==> src/rtl/riscv_lsu_pkg.sv <==
// Shared types for the load/store unit: FSM states, funct3 codes, bus widths.
// Also the misalignment predicate used when RISCV_LSU_MISALIGN_TRAP_EN is set.
package riscv_lsu_pkg;

  localparam int REG_BUS      = 32;
  localparam int MEM_DATA_BUS = 32;

  typedef enum logic [1:0] {
    S_IDLE,
    S_REQ,
    S_WAIT,
    S_DONE
  } state_t;

  localparam logic [2:0] F3_LB  = 3'b000;
  localparam logic [2:0] F3_LH  = 3'b001;
  localparam logic [2:0] F3_LW  = 3'b010;
  localparam logic [2:0] F3_LBU = 3'b100;
  localparam logic [2:0] F3_LHU = 3'b101;
  localparam logic [2:0] F3_SB  = 3'b000;
  localparam logic [2:0] F3_SH  = 3'b001;
  localparam logic [2:0] F3_SW  = 3'b010;

  // Reserved codes (011/110/111) size as words.
  function automatic logic misaligned(
    input logic [2:0] f3,
    input logic [1:0] a
  );
    if (f3[1:0] == F3_LB[1:0]) return 1'b0;
    if (f3[1:0] == F3_LH[1:0]) return a[0];
    return a != 2'b00;
  endfunction

endpackage

==> src/rtl/riscv_lsu_align.sv <==
// Combinational lane logic: byte enables and replicated store data from
// funct3/addr_lo/wdata; extracted, extended load value from rdata.
module riscv_lsu_align
  import riscv_lsu_pkg::*;
(
  input  logic [2:0]              funct3,
  input  logic [1:0]              addr_lo,
  input  logic [MEM_DATA_BUS-1:0] wdata,
  input  logic [MEM_DATA_BUS-1:0] rdata,
  output logic [3:0]              be,
  output logic [MEM_DATA_BUS-1:0] wdata_rep,
  output logic [MEM_DATA_BUS-1:0] rdata_ext
);

  logic       is_b;
  logic       is_h;
  logic       sgn;
  logic [7:0] lane_b;
  logic [15:0] lane_h;

  assign is_b   = funct3[1:0] == F3_LB[1:0];
  assign is_h   = funct3[1:0] == F3_LH[1:0];
  assign sgn    = ~funct3[2];
  assign lane_b = rdata[{addr_lo, 3'b000} +: 8];
  assign lane_h = rdata[{addr_lo[1], 4'b0000} +: 16];

  always_comb begin
    be        = 4'b1111;
    wdata_rep = wdata;
    rdata_ext = rdata;
    unique case (1'b1)
      is_b: begin
        be        = 4'b0001 << addr_lo;
        wdata_rep = {4{wdata[7:0]}};
        rdata_ext = {{24{sgn & lane_b[7]}}, lane_b};
      end
      is_h: begin
        be        = 4'b0011 << {addr_lo[1], 1'b0};
        wdata_rep = {2{wdata[15:0]}};
        rdata_ext = {{16{sgn & lane_h[15]}}, lane_h};
      end
      default: ;
    endcase
  end

endmodule

==> src/rtl/riscv_lsu.sv <==
// Load/store unit: one MEM-stage request -> word-aligned req/gnt/rvalid
// access -> extended load data (data_o/data_re_o) for writeback.
// Ports: req_* (MEM stage), mem_* (data bus), rsp_valid_o/data_o/
// data_re_o/err_o (completion), stall_o (pipeline hold).
// Option: RISCV_LSU_MISALIGN_TRAP_EN traps misaligned accesses via err_o.
module riscv_lsu
  import riscv_lsu_pkg::*;
#(
  parameter int ADDR_W = REG_BUS,
  parameter int DATA_W = MEM_DATA_BUS
) (
  input  logic              clk,
  input  logic              rst_n,
  input  logic              req_valid_i,
  output logic              req_ready_o,
  input  logic              req_we_i,
  input  logic [2:0]        req_funct3_i,
  input  logic [ADDR_W-1:0] req_addr_i,
  input  logic [DATA_W-1:0] req_wdata_i,
  output logic              mem_req_o,
  input  logic              mem_gnt_i,
  output logic [ADDR_W-1:0] mem_addr_o,
  output logic              mem_we_o,
  output logic [3:0]        mem_be_o,
  output logic [DATA_W-1:0] mem_wdata_o,
  input  logic              mem_rvalid_i,
  input  logic [DATA_W-1:0] mem_rdata_i,
  output logic              rsp_valid_o,
  output logic [DATA_W-1:0] data_o,
  output logic              data_re_o,
  output logic              stall_o,
  output logic              err_o
);

  state_t            state;
  logic              we_q;
  logic [2:0]        f3_q;
  logic [ADDR_W-1:0] addr_q;
  logic [DATA_W-1:0] wdata_q;
  logic [3:0]        be;
  logic [DATA_W-1:0] wrep;
  logic [DATA_W-1:0] ext;

  riscv_lsu_align u_align (
    .funct3    (f3_q),
    .addr_lo   (addr_q[1:0]),
    .wdata     (wdata_q),
    .rdata     (mem_rdata_i),
    .be        (be),
    .wdata_rep (wrep),
    .rdata_ext (ext)
  );

`ifdef RISCV_LSU_MISALIGN_TRAP_EN
  logic err_q;
  assign err_o = err_q;
`else
  assign err_o = 1'b0;
`endif

  always_ff @(posedge clk or negedge rst_n) begin
    if (!rst_n) begin
      state       <= S_IDLE;
      we_q        <= 1'b0;
      f3_q        <= 3'b000;
      addr_q      <= '0;
      wdata_q     <= '0;
      rsp_valid_o <= 1'b0;
      data_o      <= '0;
      data_re_o   <= 1'b0;
`ifdef RISCV_LSU_MISALIGN_TRAP_EN
      err_q       <= 1'b0;
`endif
    end else begin
      rsp_valid_o <= 1'b0;
`ifdef RISCV_LSU_MISALIGN_TRAP_EN
      err_q       <= 1'b0;
`endif
      unique case (state)
        S_IDLE: begin
          if (req_valid_i) begin
            we_q    <= req_we_i;
            f3_q    <= req_funct3_i;
            addr_q  <= req_addr_i;
            wdata_q <= req_wdata_i;
`ifdef RISCV_LSU_MISALIGN_TRAP_EN
            if (misaligned(req_funct3_i, req_addr_i[1:0])) begin
              state       <= S_DONE;
              rsp_valid_o <= 1'b1;
              err_q       <= 1'b1;
              data_o      <= '0;
              data_re_o   <= 1'b0;
            end else begin
              state <= S_REQ;
            end
`else
            state <= S_REQ;
`endif
          end
        end
        S_REQ: begin
          if (mem_gnt_i) state <= S_WAIT;
        end
        S_WAIT: begin
          if (mem_rvalid_i) begin
            state       <= S_DONE;
            rsp_valid_o <= 1'b1;
            data_o      <= we_q ? '0 : ext;
            data_re_o   <= ~we_q;
          end
        end
        S_DONE: state <= S_IDLE;
      endcase
    end
  end

  // Bus fields are zero outside REQ so idle/reset outputs read as 0.
  assign req_ready_o = state == S_IDLE;
  assign stall_o     = (state != S_IDLE) | req_valid_i;
  assign mem_req_o   = state == S_REQ;
  assign mem_we_o    = mem_req_o & we_q;
  assign mem_addr_o  = mem_req_o ? {addr_q[ADDR_W-1:2], 2'b00} : '0;
  assign mem_be_o    = !mem_req_o ? 4'b0000 : (we_q ? be : 4'b1111);
  assign mem_wdata_o = mem_we_o ? wrep : '0;

endmodule

==> config.mk <==
export PLATFORM = sky130hd
export DESIGN_NAME = riscv_lsu
export DESIGN_NICKNAME = d
export VERILOG_FILES = /design/src/rtl/riscv_lsu_pkg.sv /design/src/rtl/riscv_lsu_align.sv /design/src/rtl/riscv_lsu.sv
export SDC_FILE = /design/constraint.sdc
export NUM_CORES = 1
export LEC_CHECK = 0
export ABC_AREA = 1
export BUFFER_PORTS_ARGS = -buffer_cell sky130_fd_sc_hd__buf_2
export CORE_MARGIN = 3
export CORE_UTILIZATION = 45
export CTS_BUF_LIST = sky130_fd_sc_hd__clkbuf_4 sky130_fd_sc_hd__clkbuf_8
export DETAILED_ROUTE_END_ITERATION = 7
export PLACE_DENSITY_LB_ADDON = 0.12
export SYNTH_ARGS = -nofsm -noshare
export SYNTH_HDL_FRONTEND = slang
export SYNTH_HIERARCHICAL = 1
export SYNTH_SLANG_ARGS = --single-unit
==> constraint.sdc <==
create_clock -name clk -period 4 [get_ports clk]
set_input_delay 1.2 -clock clk [delete_from_list [all_inputs] [get_ports clk]]
set_output_delay 1.2 -clock clk [all_outputs]
set_load 0.005 [all_outputs]
; Yosys cells after proc, flatten, opt, wreduce, memory -nomap -nowiden
; Index checks and enable logic that the tools add are counted.
[word_totals]
output_inout_bits = 107
in_bits = 105
reg_bits = 104
elab_cells = 45
[op_classes]
shifts = 4
n_reduce_logical = 6
muxes = 14
eq_ne = 7
n_bitwise = 6
[op_table]
columns = cell, n
row1 = $pmux W32 S2, 2
row2 = $mux W32, 3
row3 = $shiftx A32 B6 Y16, 1
row4 = $shiftx A32 B6 Y8, 1
row5 = $mux W4, 2
row6 = $pmux W2 S4, 1
row7 = $pmux W4 S2, 1
row8 = $mux W2, 3
row9 = $eq A2 B1 Y1 const B, 2
row10 = $eq A2 B2 Y1 const B, 2
row11 = $logic_not A2 Y1, 2
row12 = $ne A2 B2 Y1 const B, 2
row13 = $reduce_and A2 Y1, 2
row14 = $shl A1 B2 Y4 const A, 1
row15 = $shl A2 B2 Y4 const A, 1
row16 = $and A1 B1 Y1, 3
row17 = $reduce_and A3 Y1, 1
row18 = $mux W1, 2
row19 = $ne A2 B1 Y1 const B, 1
row20 = $not A1 Y1, 2
row21 = $reduce_bool A2 Y1, 1
row22 = $or A1 B1 Y1, 1

; Longest topological paths before layout
; Gate-level depths: netlist (run 1).
[depth]
ltp_word = 4
depth_mapped = 11
depth_no_buf = 10

; By module
; Netlist (run 1), hierarchy kept.
[by_module_without_submodules]
columns = mod, area_per_inst_um2, cells_per_inst, instances, seq_area_each_um2
row1 = riscv_lsu, 4798.4, 609, 1, 2602.5
row2 = riscv_lsu_align, 1153.6, 234, 1, 0.0

; Worst setup path after synthesis (run 1)
; Ideal clock, no wire load.
[synth_timing]
kind = input -> output
startpoint = input port req_valid_i
endpoint = output port stall_o
n_path_buf = 1
t_required_ns = 2.800
stages = 3
slack_ns = 1.334
t_arrival_ns = 1.466
cell_sequence = buf_4 > inv_1 > nand2_1
[synth_via]
elab_chain_cells = 1
[synth_lines]
columns = item, line
row1 = "start, declared", riscv_lsu.sv:14  ; input logic req_valid_i,
row2 = $or A1 B1 Y1, riscv_lsu.sv:119  ; assign stall_o = (state != S_IDLE) | req_valid_i;
row3 = "end, declared", riscv_lsu.sv:31  ; output logic stall_o,
; Every way passes these cells.

; Worst setup path in the final report (run 1)
[layout_timing]
startpoint = register f3_q[1]
endpoint = output port mem_be_o[1]
[layout_via]
elab_chain_cells = 4
elab_cells_between_ends = 5
classes_between = eq/ne (1) / mux (3) / reduce/logical (1)
[layout_lines]
columns = item, line
row1 = "start, declared", riscv_lsu.sv:37  ; logic [2:0] f3_q;
row2 = "start signal, assigned", riscv_lsu.sv:83  ; f3_q <= req_funct3_i;
row3 = $eq A2 B1 Y1 / $logic_not A2 Y1 (equally long branches), "riscv_lsu_align.sv:22, riscv_lsu_align.sv:21"
row4 = $pmux W4 S2 (*), riscv_lsu_align.sv:31  ; unique case (1'b1)
row5 = named net be[1], riscv_lsu.sv:40  ; logic [3:0] be;
row6 = $mux W4 (*) (2 in a row), riscv_lsu.sv:123  ; assign mem_be_o = !mem_req_o ? 4'b0000 : (we_q ? be : 4'b1111);
row7 = "end, declared", riscv_lsu.sv:24  ; output logic [3:0] mem_be_o,
; The timed path passes the listed nets; every way through them passes the cells marked *.

==> results of run 1 <==
## routing by layer
| metal | share of wire (%) | GRT usage, % |
|---|---|---|
| met1 | 44 | 30.22 |
| met2 | 47 | 37.30 |
| met3 | 7.5 | 4.942 |
| met4 | 1.7 | 7.436 |
| met5 | 0 | 0 |
## report_power, final
group,total [W],internal (W),switching [W]
logic,0.00257,0.000911,0.00166
clock network,0.000753,0.000386,0.000367
registers,0.00181,0.00150,0.000311
## tightest hold or removal path, stage by stage (launching register included)
cell	delay, ns
dfrtp_1	0.35
nand2_1	0.05
nand2_1	0.04
## synth_stat cells
master | n | share of area (%)
buf_6 | 13 | 2.5
nor2_1 | 41 | 2.6
nand2_2 | 2 | 0.21
nand3_4 | 3 | 0.88
nand2_4 | 6 | 1.1
conb_1 | 1 | 0.063
clkbuf_1 | 5 | 0.32
buf_4 | 20 | 2.5
inv_6 | 3 | 0.44
nand2_1 | 371 | 23
o211ai_1 | 2 | 0.25
inv_1 | 76 | 4.8
a21oi_1 | 2 | 0.17
o21ai_0 | 28 | 2.4
dfrtp_1 | 104 | 44
nand4_1 | 2 | 0.21
nand3_2 | 2 | 0.34
nor2_4 | 1 | 0.19
buf_2 | 25 | 2.1
o21ai_1 | 10 | 0.84
ha_1 | 4 | 0.84
inv_2 | 4 | 0.25
nand3_1 | 118 | 9.9
## metrics by stage
stage	utilization (%)	hold slack (ns)	power, W	setup slack (ns)
floorplan	-	0.4419	0.003709	1.334
global placement	53.73	0.4542	0.004397	1.081
detailed placement	53.73	0.4582	0.004421	1.009
CTS	55.51	0.4827	0.005184	0.5875
global route	55.53	0.4941	0.005635	0.4234
finish	55.53	0.4766	0.005127	0.6063
## state kept, by name (all words and copies together) (netlist names)
register and flops:
data_o 32, addr_q 32, wdata_q 32, we_q 1
state 2, f3_q 3, rsp_valid_o 1, data_re_o 1
## final timing paths
check | startpoint | end | slack, ns | depth (start not counted)
min in group asynchronous | rst_n | data_o[17] | 0.87 | 1
worst max-delay path | f3_q[1] | mem_be_o[1] | 0.61 | 7
max in group asynchronous | rst_n | data_o[20] | 2.39 | 2
worst max register to register | state[1] | we_q | 1.54 | 6
worst min register to register | addr_q[16] | addr_q[16] | 0.48 | 2
worst min-delay path | addr_q[16] | addr_q[16] | 0.48 | 2
## final cells by class
class,instances,area [um2]
multi-input combinational,595,2595
clock inverter,4,76.32
tap,172,215.2
antenna,1,2.502
inverter,83,326.6
timing repair buffer,217,1124
sequential,104,2603
fill,1344,5680
clock buffer,11,151.4
## logic make-up after synthesis
logic type / Yosys count / share of synthesized area, %
buffers and inverters: 146 / 12.89
DFF: 104 / 43.73
adders and majority gates: 4 / 0.8409
and+or+nand+nor: 546 / 38.87
other: 1 / 0.06300
AOI/OAI and AO/OA: 42 / 3.616
==> flow_summary.yaml, run 1 <==
layout:
  layout.cells.non_filler: 1187
  area_growth_pct: 19.17
  stdcell_area_mm2: 0.007093
  drive_gt1_share_pct: 25.15
  final_common_cell: "nand2_1"
  final_cell_mix: "370 x nand2_1, 207 x buf_2, 118 x nand3_1, 104 x dfrtp_1, 76 x inv_1"
  nNetsFinal: 1119
floorplan:
  die_area_mm2: 0.01464
  die_x_um: 121.0
  ios: 212
  core.rowCount: 41
  core_mm2: 0.01277
  start_util_pct: 46.60
  die-height_um: 121.0
sta:
  post-route-period-util_pct: 84.84
  fin_crit_ns: 3.394
  fin_tns_setup_ns: 0
  fin_skew_ns: 0.01100
  slew_headroom_pct: 30.98
  rsz0062_at_grt: "no"
  slew_viol_final: 0
  tightestPinTransition_ns: 1.032
  max_freq_mhz: 294.7
  hold_violations: 0
  setup_viol: 0
outcome:
  status: "completed"
critical_path:
  cp.required_ns: 2.80
  path_common_cell: "nor2_1"
  critPathArrivalTime_ns: 2.19
  cpLargestDelayFamily: "simple AND/OR/NAND/NOR gates"
  crit_fanout: 21
  path_class: "flop to primary output"
  crit_path_end_kind: "primary output"
  cp_slowest_cell: "dfrtp_1"
  worst_setup_path_start_kind: "flop"
  crit_buf_inv: 2
  cp_cell_sequence: "nor2_4 > inv_2 > nand2_4 > o21ai_0 > nor2_1 > nor2_1 > buf_2"
  max_stage_delay_ns: 0.56
detailed_routing:
  ant_nets: 0
  drc: 0
  vias_per_cell: 4.832
  first_iter_violations: 557
  vias: 5735
  drt-total-wl_um: 16770
  dr.pass1.iters: 7
  wl_per_cell_um: 14.13
cts:
  cts_tree: "yes"
  postCtsSetupBuffers: 0
  postCtsResizedCells: 0
  cts_sinks: 104
  cts_hold_buf: 0
  htree_levels: 3
  cts.path.max_buffers: 2
  clk-insertion-delay-late_ns: 0.38
  cts_root_buf: "clkbuf_8"
  clk_pin_slew_ns: 0.10
  numCtsBuffers: 9
yosys:
  netlist_area_mm2: 0.005952
  synthCells: 843
  synth_cell_types: 23
  syn_avg_cell_area_um2: 7.060
  yosys_warnings: 6
  ys_seq_elements: 104
  ys_seq_area_share_pct: 43.73
power:
  power.leakage_nw: 4.363
  p_per_area_mw_per_mm2: 722.8
  peakVddDrop_uv: 268.6
placement:
  dp.cells: 1171
  placed_cell_area_mm2: 0.006863
  gp_congestion: 0.9170
  hpwl_um: 12030
  port_buffers: 208
global_route:
  grt_use_total_pct: 22.83
  grt_pass1_wl_um: 26610
  first_global_vias: 5402
  grt-ovfl-total: 0
  grt_max_degree: 70
  antenna_found_initial: 1
hold_path:
  holdCritPathClass: "flop to flop"
flow_run:
  cap_violations: 0
Power figures use the tool's default switching activity.
==> run 2, diff against run 1 <==
clock period = 3.5 ns   (was 4 ns; I/O delays follow)
==> flow_summary.yaml, run 2 (synthesis results as in run 1) <==
layout:
  final_common_cell: "nand2_1"
  multi_input_area_mm2: 0.002595
  drive_gt1_share_pct: 25.59
  top_regs: "addr_q: 32 flops, data_o: 32 flops, wdata_q: 32 flops"
  fillerInstances: 1339
  layout.cells.non_filler: 1192
  final_cell_mix: "370 x nand2_1, 207 x buf_2, 118 x nand3_1, 104 x dfrtp_1, 76 x inv_1"
  area_growth_pct: 19.59
  stdcell_area_mm2: 0.007118
  antenna_cells: 0
  regArea_mm2: 0.002603
  nNetsFinal: 1124
power:
  peakVddDrop_uv: 322.8
  power.internal_w: 0.003204
  p_comb_share_pct: 50.2
  p_per_area_mw_per_mm2: 827.4
  switching_share_pct: 45.59
  pwr-share-clk_pct: 14.6
  seq_power_share_pct: 35.2
  net-switching-power_w: 0.002685
  power.leakage_nw: 4.383
hold_path:
  hold_depth: 2
  holdCritPathClass: "flop to flop"
  worstHoldStart: "addr_q[18]"
  holdPathEnd: "addr_q[18]"
floorplan:
  core.rowCount: 41
  die_x_um: 121.0
  ios: 212
  die-height_um: 121.0
  start_util_pct: 46.60
  die_area_mm2: 0.01464
  core_mm2: 0.01277
cts:
  htree_levels: 3
  numCtsBuffers: 9
  clk-insertion-delay-late_ns: 0.37
  cts.path.max_buffers: 2
  postCtsSetupBuffers: 0
  cts_root_buf: "clkbuf_8"
  postCtsResizedCells: 0
  cts_sinks: 104
  cts_tree: "yes"
  clk_pin_slew_ns: 0.10
  cts_hold_buf: 0
critical_path:
  path_class: "flop to primary output"
  crit_fanout: 20
  crit_path_end_kind: "primary output"
  worstReg2RegEnd: "wdata_q[10]"
  critPathArrivalTime_ns: 2.06
  cp.required_ns: 2.45
  r2r_cells: 7
  r2r_slack_ns: 1.17
  worst_setup_path_start_kind: "flop"
  worstReg2RegStart: "state[1]"
detailed_routing:
  drc: 0
  dr.pass1.iters: 6
  vias_per_cell: 4.876
  ant_nets: 0
  drt-total-wl_um: 16920
  first_iter_violations: 515
  wl_per_cell_um: 14.19
  vias: 5812
global_route:
  grt_use_total_pct: 23.25
  grt_pass1_wl_um: 27170
  first_global_vias: 5459
  grt_max_degree: 69
  antenna_found_initial: 1
  grt-ovfl-total: 0
sta:
  rsz0062_at_grt: "no"
  fin_skew_ns: 0.01184
  fin_crit_ns: 3.106
  slew_viol_final: 0
  max_freq_mhz: 321.9
  fin_tns_setup_ns: 0
  setup_viol: 0
  hold_violations: 0
  tightestPinTransition_ns: 0.7553
  slew_headroom_pct: 49.65
  post-route-period-util_pct: 88.75
placement:
  port_buffers: 208
  dp.cells: 1176
  placed_cell_area_mm2: 0.006888
  hpwl_um: 12090
  gp_congestion: 0.8670
outcome:
  status: "completed"
flow_run:
  cap_violations: 0
[run 2: layout make-up]
| class | instances | area share (%) |
|---|---|---|
| Multi-Input combinational cell | 595 | 36.46 |
| Inverter | 83 | 4.588 |
| Clock inverter | 5 | 1.195 |
| Timing Repair Buffer | 222 | 16.14 |
| Tap cell | 172 | 3.023 |
| Clock buffer | 11 | 2.039 |
| Sequential cell | 104 | 36.56 |
[run 2: power by group through the flow]
| stage | Clock, W | Sequential, W | Combinational [W] |
|---|---|---|---|
| floorplan | 0 | 0.00200 | 0.00224 |
| global placement | 0 | 0.00209 | 0.00296 |
| detailed placement | 0 | 0.00209 | 0.00299 |
| CTS | 0.000891 | 0.00207 | 0.00299 |
| global route | 0.000933 | 0.00215 | 0.00339 |
| finish | 0.000859 | 0.00207 | 0.00296 |
[run 2: how the worst max path moves through the flow]
stage	start	endpoint	slack (ns)	cells past startpoint
after floorplan	req_valid_i	stall_o	1.13	3
after global placement	f3_q[1]	mem_be_o[2]	0.82	6
after detailed placement	f3_q[1]	mem_be_o[1]	0.81	9
after CTS	f3_q[1]	mem_be_o[1]	0.39	9
after global routing	f3_q[1]	mem_be_o[3]	0.19	6
final	f3_q[1]	mem_wdata_o[9]	0.39	7
[run 2: critical path, stage by stage, from the launching register on]
cell and delay, ns:
dfrtp_1 0.66, nor2_4 0.22, buf_4 0.28, nand2_1 0.13, nand2_1 0.10, inv_1 0.04
nor2_1 0.12, buf_2 0.14
[run 2: routing by layer]
layer	GRT usage (%)	vias up	routed length (um)
met2	36.71	204	7885
li1	-	2915	-
met1	31.71	2670	7404
met5	0	-	11
met3	5.594	21	1323
met4	7.153	2	293
[run 2: per-stage QoR]
stage                     power (W)  hold slack, ns  worst slack, ns  util (%)
after global routing       0.006473          0.4951           0.1947     55.73
after detailed placement   0.005074          0.4584           0.8111     53.92
after CTS                  0.005955          0.4838           0.3859     55.73
after global placement     0.005049          0.4535           0.8185     53.92
final                      0.005889          0.4782           0.3937     55.73
after floorplan            0.004239          0.4419            1.134         -
